<file path="src/rtl/trap_csr_unit_if.sv">
// trap_csr_if: datapath <-> trap/CSR unit connection (retiring instruction info, CSR port, redirects)
interface trap_csr_if #(
    parameter int XLEN = 32
);
    logic            inst_valid;
    logic [XLEN-1:0] pc_cur;
    logic [31:0]     inst_raw;
    logic            ecall;
    logic            ill_inst;
    logic            mret;
    logic            csr_we;
    logic [11:0]     csr_addr;
    logic [XLEN-1:0] csr_wdata;
    logic [XLEN-1:0] csr_rdata;
    logic            trap_taken;
    logic [XLEN-1:0] trap_pc;
    logic            mret_taken;
    logic [XLEN-1:0] mret_pc;
    modport master (
        output inst_valid, pc_cur, inst_raw, ecall, ill_inst, mret, csr_we, csr_addr, csr_wdata,
        input  csr_rdata, trap_taken, trap_pc, mret_taken, mret_pc
    );
    modport slave (
        input  inst_valid, pc_cur, inst_raw, ecall, ill_inst, mret, csr_we, csr_addr, csr_wdata,
        output csr_rdata, trap_taken, trap_pc, mret_taken, mret_pc
    );
endinterface

</file>
<file path="src/rtl/trap_csr_unit.sv">
// trap_csr_unit: machine-mode trap/CSR controller; prioritises exceptions over synchronised interrupts
module trap_csr_unit #(
    parameter int              XLEN        = 32,
    parameter int              NUM_IRQ     = 4,
    parameter logic [XLEN-1:0] MTVEC_RESET = '0
) (
    input logic               clk,
    input logic               rst,
    input logic [NUM_IRQ-1:0] irq,
    trap_csr_if.slave         bus
);
    logic [NUM_IRQ-1:0] sync1, mip, mie, pend;
    logic               st_mie, st_mpie;
    logic [XLEN-1:0]    mtvec, mepc, mcause, mtval;
    logic               irq_hit;
    logic [3:0]         irq_idx;
    logic [4:0]         irq_code;
    logic               exc, intr, trap, do_mret, do_write;
    logic [XLEN-1:0]    base, cause;
    assign pend = mip & mie & {NUM_IRQ{st_mie}};
    // descending scan so the lowest pending index wins
    always_comb begin
        irq_hit = 1'b0;
        irq_idx = '0;
        for (int i = NUM_IRQ - 1; i >= 0; i--)
            if (pend[i]) begin
                irq_hit = 1'b1;
                irq_idx = 4'(i);
            end
    end
    assign irq_code = 5'd16 + {1'b0, irq_idx};
    assign exc      = bus.inst_valid & (bus.ill_inst | bus.ecall);
    assign intr     = bus.inst_valid & irq_hit & ~exc;
    assign trap     = exc | intr;
    assign do_mret  = bus.inst_valid & bus.mret & ~trap;
    assign do_write = bus.inst_valid & bus.csr_we & ~trap & ~bus.mret;
    assign base     = {mtvec[XLEN-1:2], 2'b00};
    assign cause    = bus.ill_inst ? XLEN'(2) : bus.ecall ? XLEN'(11) : {1'b1, {(XLEN-6){1'b0}}, irq_code};
    assign bus.trap_taken = trap;
    assign bus.trap_pc    = (intr & mtvec[0]) ? base + XLEN'({irq_code, 2'b00}) : base;
    assign bus.mret_taken = do_mret;
    assign bus.mret_pc    = mepc;
    always_comb begin
        case (bus.csr_addr)
            12'h300: bus.csr_rdata = XLEN'({st_mpie, 3'b000, st_mie, 3'b000});
            12'h304: bus.csr_rdata = XLEN'(mie);
            12'h305: bus.csr_rdata = mtvec;
            12'h341: bus.csr_rdata = mepc;
            12'h342: bus.csr_rdata = mcause;
            12'h343: bus.csr_rdata = mtval;
            12'h344: bus.csr_rdata = XLEN'(mip);
            default: bus.csr_rdata = '0;
        endcase
    end
    always_ff @(posedge clk or negedge rst) begin
        if (!rst) begin
            sync1   <= '0;
            mip     <= '0;
            mie     <= '0;
            st_mie  <= 1'b0;
            st_mpie <= 1'b0;
            mtvec   <= MTVEC_RESET;
            mepc    <= '0;
            mcause  <= '0;
            mtval   <= '0;
        end else begin
            sync1 <= irq;
            mip   <= sync1;
            if (trap) begin
                mepc    <= bus.pc_cur;
                mcause  <= cause;
                mtval   <= bus.ill_inst ? XLEN'(bus.inst_raw) : '0;
                st_mpie <= st_mie;
                st_mie  <= 1'b0;
            end else if (do_mret) begin
                st_mie  <= st_mpie;
                st_mpie <= 1'b1;
            end else if (do_write) begin
                case (bus.csr_addr)
                    12'h300: begin
                        st_mie  <= bus.csr_wdata[3];
                        st_mpie <= bus.csr_wdata[7];
                    end
                    12'h304: mie    <= bus.csr_wdata[NUM_IRQ-1:0];
                    12'h305: mtvec  <= {bus.csr_wdata[XLEN-1:2], 1'b0, bus.csr_wdata[0]};
                    12'h341: mepc   <= {bus.csr_wdata[XLEN-1:2], 2'b00};
                    12'h342: mcause <= bus.csr_wdata;
                    12'h343: mtval  <= bus.csr_wdata;
                    default: ;
                endcase
            end
        end
    end
endmodule

</file>
<file path="src/flat_wrapper.sv">
// flat-port wrapper written by rule: the top's interface ports become plain ports
module trap_csr_unit_flat 
#(
    parameter int              XLEN        = 32,
    parameter int              NUM_IRQ     = 4,
    parameter logic [XLEN-1:0] MTVEC_RESET = '0
)
  (clk, rst, irq, bus_inst_valid, bus_pc_cur, bus_inst_raw, bus_ecall, bus_ill_inst, bus_mret, bus_csr_we, bus_csr_addr, bus_csr_wdata, bus_csr_rdata, bus_trap_taken, bus_trap_pc, bus_mret_taken, bus_mret_pc);
  trap_csr_if #(.XLEN(XLEN)) bus_i ();
  input logic clk;
  input logic rst;
  input logic [NUM_IRQ-1:0] irq;
  input wire logic [$bits(bus_i.inst_valid)-1:0] bus_inst_valid;
  input wire logic [$bits(bus_i.pc_cur)-1:0] bus_pc_cur;
  input wire logic [$bits(bus_i.inst_raw)-1:0] bus_inst_raw;
  input wire logic [$bits(bus_i.ecall)-1:0] bus_ecall;
  input wire logic [$bits(bus_i.ill_inst)-1:0] bus_ill_inst;
  input wire logic [$bits(bus_i.mret)-1:0] bus_mret;
  input wire logic [$bits(bus_i.csr_we)-1:0] bus_csr_we;
  input wire logic [$bits(bus_i.csr_addr)-1:0] bus_csr_addr;
  input wire logic [$bits(bus_i.csr_wdata)-1:0] bus_csr_wdata;
  output wire logic [$bits(bus_i.csr_rdata)-1:0] bus_csr_rdata;
  output wire logic [$bits(bus_i.trap_taken)-1:0] bus_trap_taken;
  output wire logic [$bits(bus_i.trap_pc)-1:0] bus_trap_pc;
  output wire logic [$bits(bus_i.mret_taken)-1:0] bus_mret_taken;
  output wire logic [$bits(bus_i.mret_pc)-1:0] bus_mret_pc;
  assign bus_i.inst_valid = bus_inst_valid;
  assign bus_i.pc_cur = bus_pc_cur;
  assign bus_i.inst_raw = bus_inst_raw;
  assign bus_i.ecall = bus_ecall;
  assign bus_i.ill_inst = bus_ill_inst;
  assign bus_i.mret = bus_mret;
  assign bus_i.csr_we = bus_csr_we;
  assign bus_i.csr_addr = bus_csr_addr;
  assign bus_i.csr_wdata = bus_csr_wdata;
  assign bus_csr_rdata = bus_i.csr_rdata;
  assign bus_trap_taken = bus_i.trap_taken;
  assign bus_trap_pc = bus_i.trap_pc;
  assign bus_mret_taken = bus_i.mret_taken;
  assign bus_mret_pc = bus_i.mret_pc;
  trap_csr_unit #(.XLEN(XLEN), .NUM_IRQ(NUM_IRQ), .MTVEC_RESET(MTVEC_RESET)) u_core (.clk(clk), .rst(rst), .irq(irq), .bus(bus_i));
endmodule
</file>
<file path="config.mk">
export PLATFORM = sky130hd
export DESIGN_NAME = trap_csr_unit_flat
export DESIGN_NICKNAME = d
export VERILOG_FILES = /design/src/rtl/trap_csr_unit_if.sv /design/src/rtl/trap_csr_unit.sv /design/src/flat_wrapper.sv
export SDC_FILE = /design/constraint.sdc
export NUM_CORES = 1
export LEC_CHECK = 0
export CAP_MARGIN = 5
export CORE_MARGIN = 2
export CORE_UTILIZATION = 49
export DETAILED_ROUTE_END_ITERATION = 12
export GPL_TIMING_DRIVEN = 1
export PLACE_DENSITY = 0.87
export RECOVER_POWER = 100
export SLEW_MARGIN = 40
export SYNTH_ARGS = -nofsm -noshare
export SYNTH_HDL_FRONTEND = slang
export SYNTH_SLANG_ARGS = --single-unit
</file>
<file path="constraint.sdc">
create_clock -name clk -period 4 [get_ports clk]
set_input_delay 0.8 -clock clk [delete_from_list [all_inputs] [get_ports clk]]
set_output_delay 0.8 -clock clk [all_outputs]
set_load 0.03 [all_outputs]
</file>
---- After elaboration in Yosys (flattened, before gate mapping) ----
Index checks and enable logic that the tools add are counted.
storage, ports and cells
  register bits after elaboration ......... 141
  logic and storage cells ................. 81
cells by class
  $add $sub $neg .......................... 2
  equal/unequal tests ..................... 8
  multiplexer cells ....................... 33
  bitwise operators ....................... 17
  reduce and logical (&&, ||, !) cells .... 12
operators by type and width
  kind                    count
  $mux W32                16
  $pmux W32 S7            1
  $eq A12 B10 Y1 const B  7
  $add A32 B7 Y32         1
  $mux W1                 12
  $and A1 B1 Y1           9
  $reduce_and A3 Y1       3
  $and A4 B4 Y4           2
  $mux W2                 4
  $reduce_and A4 Y1       2
  $reduce_bool A2 Y1      4
  $reduce_bool A3 Y1      2
  $add A5 B2 Y5 const A   1
  $not A1 Y1              4
  $ne A2 B1 Y1 const B    1
  $or A1 B1 Y1            2
  $reduce_and A2 Y1       1

---- Longest topological paths before layout ----
  word-level depth ........................ 15
  gate-level depth with buffers ........... 12
  depth with buffers taken out ............ 11

---- Least setup slack after synthesis ----
No wires, ideal clock.
  path kind ............................... register -> output
  start point ............................. register u_core.mie[2]
  end point ............................... output port bus_trap_pc[24]
  arrival time ............................ 2823 ps
  setup slack ............................. 377 ps
  stages on the path, launching flop included .. 13
  cells stage by stage .................... dfrtp_1 nand2_1 a32oi_1 nor2_1 ha_1 inv_1 fa_1 and3b_1 o21ai_0 or3_1 clkbuf_1 nor3_1 xor2_1
between the ends
  longest elaborated chain between the ends .. 9
  elaborated cells between the ends (all ways) .. 14
  classes of those cells .................. add/sub (2); mux (7); bitwise (5)
RTL lines
  what                                                                     line                 text
  start: declaration                                                       trap_csr_unit.sv:12  logic [NUM_IRQ-1:0] sync1, mip, mie, pend;
  start signal: assignment                                                 trap_csr_unit.sv:84  12'h304: mie <= bus.csr_wdata[NUM_IRQ-1:0];
  $and A4 B4 Y4 * (2 in a row)                                             trap_csr_unit.sv:20  assign pend = mip & mie & {NUM_IRQ{st_mie}};
  parallel branches: the longest is 6 deep, another holds $add A32 B7 Y32  --
  $mux W32 *                                                               trap_csr_unit.sv:40  assign bus.trap_pc = (intr & mtvec[0]) ? base + XLEN'({irq_code, 2'b00}) : base;
  end: declaration                                                         flat_wrapper.sv:24   output wire logic [$bits(bus_i.trap_pc)-1:0] bus_trap_pc;
Mark *: on every way between the ends.

---- Worst setup path after layout ----
  start point ............................. register u_core.mie[2]
  end point ............................... output port bus_trap_pc[26]
The elaborated chain is that of the path after synthesis.

==> out/qor.txt <==
Minimum clock period: 3980 ps
Worst skew pair latency: 420 ps
Unrepaired setup endpoints after global routing: yes
Top delay family on crit path: simple AND/OR/NAND/NOR gates
Worst path slowest cell: or3_4
Final Wtd Congestion: 0.895
Initial antenna violation count: 0
Crit path DAT: 3180 ps
Violated checks: capacitance limit, slew limit
Total Wirelength: 24.9 mm
Port bufs: 214
Sum Neg Setup Slack: 0 ps
Skew final: 7.19 ps
Worst VDD drop: 0.306 mV
Avg WL per Cell: 20.1 µm
Synth Flop Type: dfrtp_1
Pwr Density: 364 nW/µm²
CTS root buf: clkbuf_16
Yosys top cell area share: 45.2%
Die footprint: 17000 µm²
DRC: 0
Status: finished, violations left
Hold WS: 355 ps
Hold buffer count at CTS: 0
Global-route wire length before repair: 38.4 mm
Final hold viol count: 0
Post-synth EDFFs: 0
Buf/Inv on CP: 2
Max Cap Viol: 1
DR iter-0 viols: 557
Post-synth ARST share: 100%
Die X: 130 µm
Core area: 15700 µm²
Starting Density: 49.7%
Worst hold path class: flop to flop
Site row count: 46
Seq/Total Area, Yosys: 45.2%
Tot GR Track Use: 29.7%
H-tree depth: 4
Critical Path RT: 3200 ps
Drt pass-1 iters: 5
CP Class: flop to output pin
Total grt overflow: 0
Post-route cell area: 10700 µm²
Fin crit share: 99.4%
Leak: 4.97 nW
Synth area leader: dfrtp_1
Startpoint Class: flop
Average cell area after synthesis: 9.79 µm²
I/O Pins: 217
Yosys reg bits: 141
CP max FO: 5
Largest net degree at the start of global routing: 122
Max-slew violations: 96
Area growth, synth to finish: 37.5%
Delay of the slowest critical-path stage: 470 ps
Number of global-route vias before repair: 7172
Ranking of synthesized cells by area: dfrtp_1 (45%), mux2i_1 (12%), nand2_1 (6.9%), mux2_2 (5.2%), a221o_1 (3.7%)
Area after DPL: 10000 µm²
Inserted Diodes: 0
CTS clock-pin slew for the worst setup and hold paths: 60 ps
Final net count: 1132
Final ANT Viol Nets: 0
Synth warn: 0
Max-slew headroom: -59.2%
Die Y: 130 µm
Netlist Area Pre-Place: 7800 µm²
CP Capture Type: output pin
Final HPWL DP: 16.9 mm
Post-Synthesis Cells: 797
CP Cell Sequence: nand2_1 -> a32oi_1 -> nor2_2 -> ha_2 -> inv_2 -> fa_2 -> and3b_2 -> o21ai_4 -> or3_4 -> nor3_2 -> xor2_1 -> buf_4
Worst slew pin tran: 2390 ps
Setup violations, final: 0
Via/cell ratio: 5.83
Vias: 7209
Achievable Freq: 252 MHz
CTS Buf Count: 17
Synth unique cells: 57
CTS tree: done
Layout cell share with drive strength beyond 1: 17.7%
CTS Sinks: 141
CTS max path bufs: 2
[path summary, 6_finish.rpt]
check | from | cells past startpoint | endpoint | slack (ps)
hold / removal | u_core.sync1[3] | 0 | u_core.mip[3] | 350
setup reg to reg | u_core.mip[2] | 7 | u_core.mtvec[8] | 1170
min in group asynchronous | rst | 1 | u_core.bus.mret_pc[28] | 1100
hold reg to reg | u_core.sync1[3] | 0 | u_core.mip[3] | 350
setup / recovery | u_core.mie[2] | 12 | bus_trap_pc[26] | 20
max in group asynchronous | rst | 2 | u_core.mtval[10] | 660
[flip-flops by register name (all words and copies together), names as in the netlist]
name,cells
u_core.bus.mret_pc,32
u_core.mcause,32
u_core.mtval,32
u_core.mtvec,31
u_core.mie,4
u_core.mip,4
u_core.sync1,4
u_core.st_mie,1
u_core.st_mpie,1
[placed cells by master, fill, tap and decap left out, types with 29 or more instances in the layout]
cell	Yosys	final
o21ai_0	25	70
nor2_1	49	45
mux2i_1	93	93
dlygate4sd3_1	0	42
a21oi_1	35	35
mux2_2	36	35
clkdlybuf4s50_1	0	110
nand2_1	143	144
dfrtp_1	141	140
a221o_1	29	29
buf_4	5	61
[worst register-to-register path, stage by stage, from the launching register on]
cell and delay (ps):
dfrtp_1 380, buf_4 140, a22o_1 270, o21ai_1 240, nand2_1 210, nor4_4 240
clkbuf_2 790, mux2_2 450
[logic make-up after synthesis]
kind of cell	count (synthesis)	share of synthesized area (%)
AND/OR/NAND/NOR	265	16.1
AO/OA/AOI/OAI	162	13.2
flip-flops	141	45.2
multiplexers	131	17.4
buffers and inverters	66	4.36
XOR/XNOR	28	3.14
adder cells (fa/ha/maj)	3	0.577
other	1	0.0481
[per-layer routing]
layer,up-vias,track usage [%],share of wire [%]
li1,3249,-,-
met5,-,0,0
met1,3566,38.4,41
met2,335,48.2,49
met4,0,12.3,2.6
met3,59,6.93,7.8
[cells in the mapped netlist (5+ instances only)]
cell	count
a2bb2oi_1	5
buf_4	5
buf_2	8
nor2_1	49
dfrtp_1	141
mux2_2	36
a221o_1	29
buf_1	6
o21ai_1	50
a21oi_1	35
inv_1	10
nand4_1	10
xnor2_1	16
nand3_1	17
o21ai_0	25
nor3_1	11
mux2i_1	93
nand2_1	143
clkbuf_1	30
xor2_1	12
[per-stage QoR]
step	power, mW	worst slack (ps)	instances	util [%]
6_report	3.90	24.0	1237	68.3
5_1_grt	4.02	-127	1237	68.3
4_1_cts	3.94	1.83	1232	68.6
3_5_place_dp	2.15	-25.6	1200	63.9
3_3_place_gp	2.13	78.9	1200	63.9
2_1_floorplan	1.84	377	798	-
[where the power goes]
part / total, mW / internal, mW / switching (mW)
registers: 1.57 / 1.51 / 0.0623
logic: 0.523 / 0.241 / 0.283
clock network: 1.80 / 1.19 / 0.611
total: 3.90 / 2.95 / 0.956
[area by class of cell]
| type | instances | area (µm²) |
|---|---|---|
| repair buffers | 249 | 2190 |
| fillers | 1260 | 4980 |
| clock inverters | 11 | 215 |
| inverters | 10 | 38.8 |
| well taps | 216 | 270 |
| clock buffers | 19 | 453 |
| multi-input cells | 591 | 4030 |
| flip-flops and latches | 141 | 3530 |
[repair_timing]
action                                  4_1_cts  5_1_grt
buffers inserted                              2        5
endpoints found under the setup margin       11       14
pin swaps                                     3        5
gates resized for setup                      14       10
No activity file was read; power rests on OpenSTA's default activity.
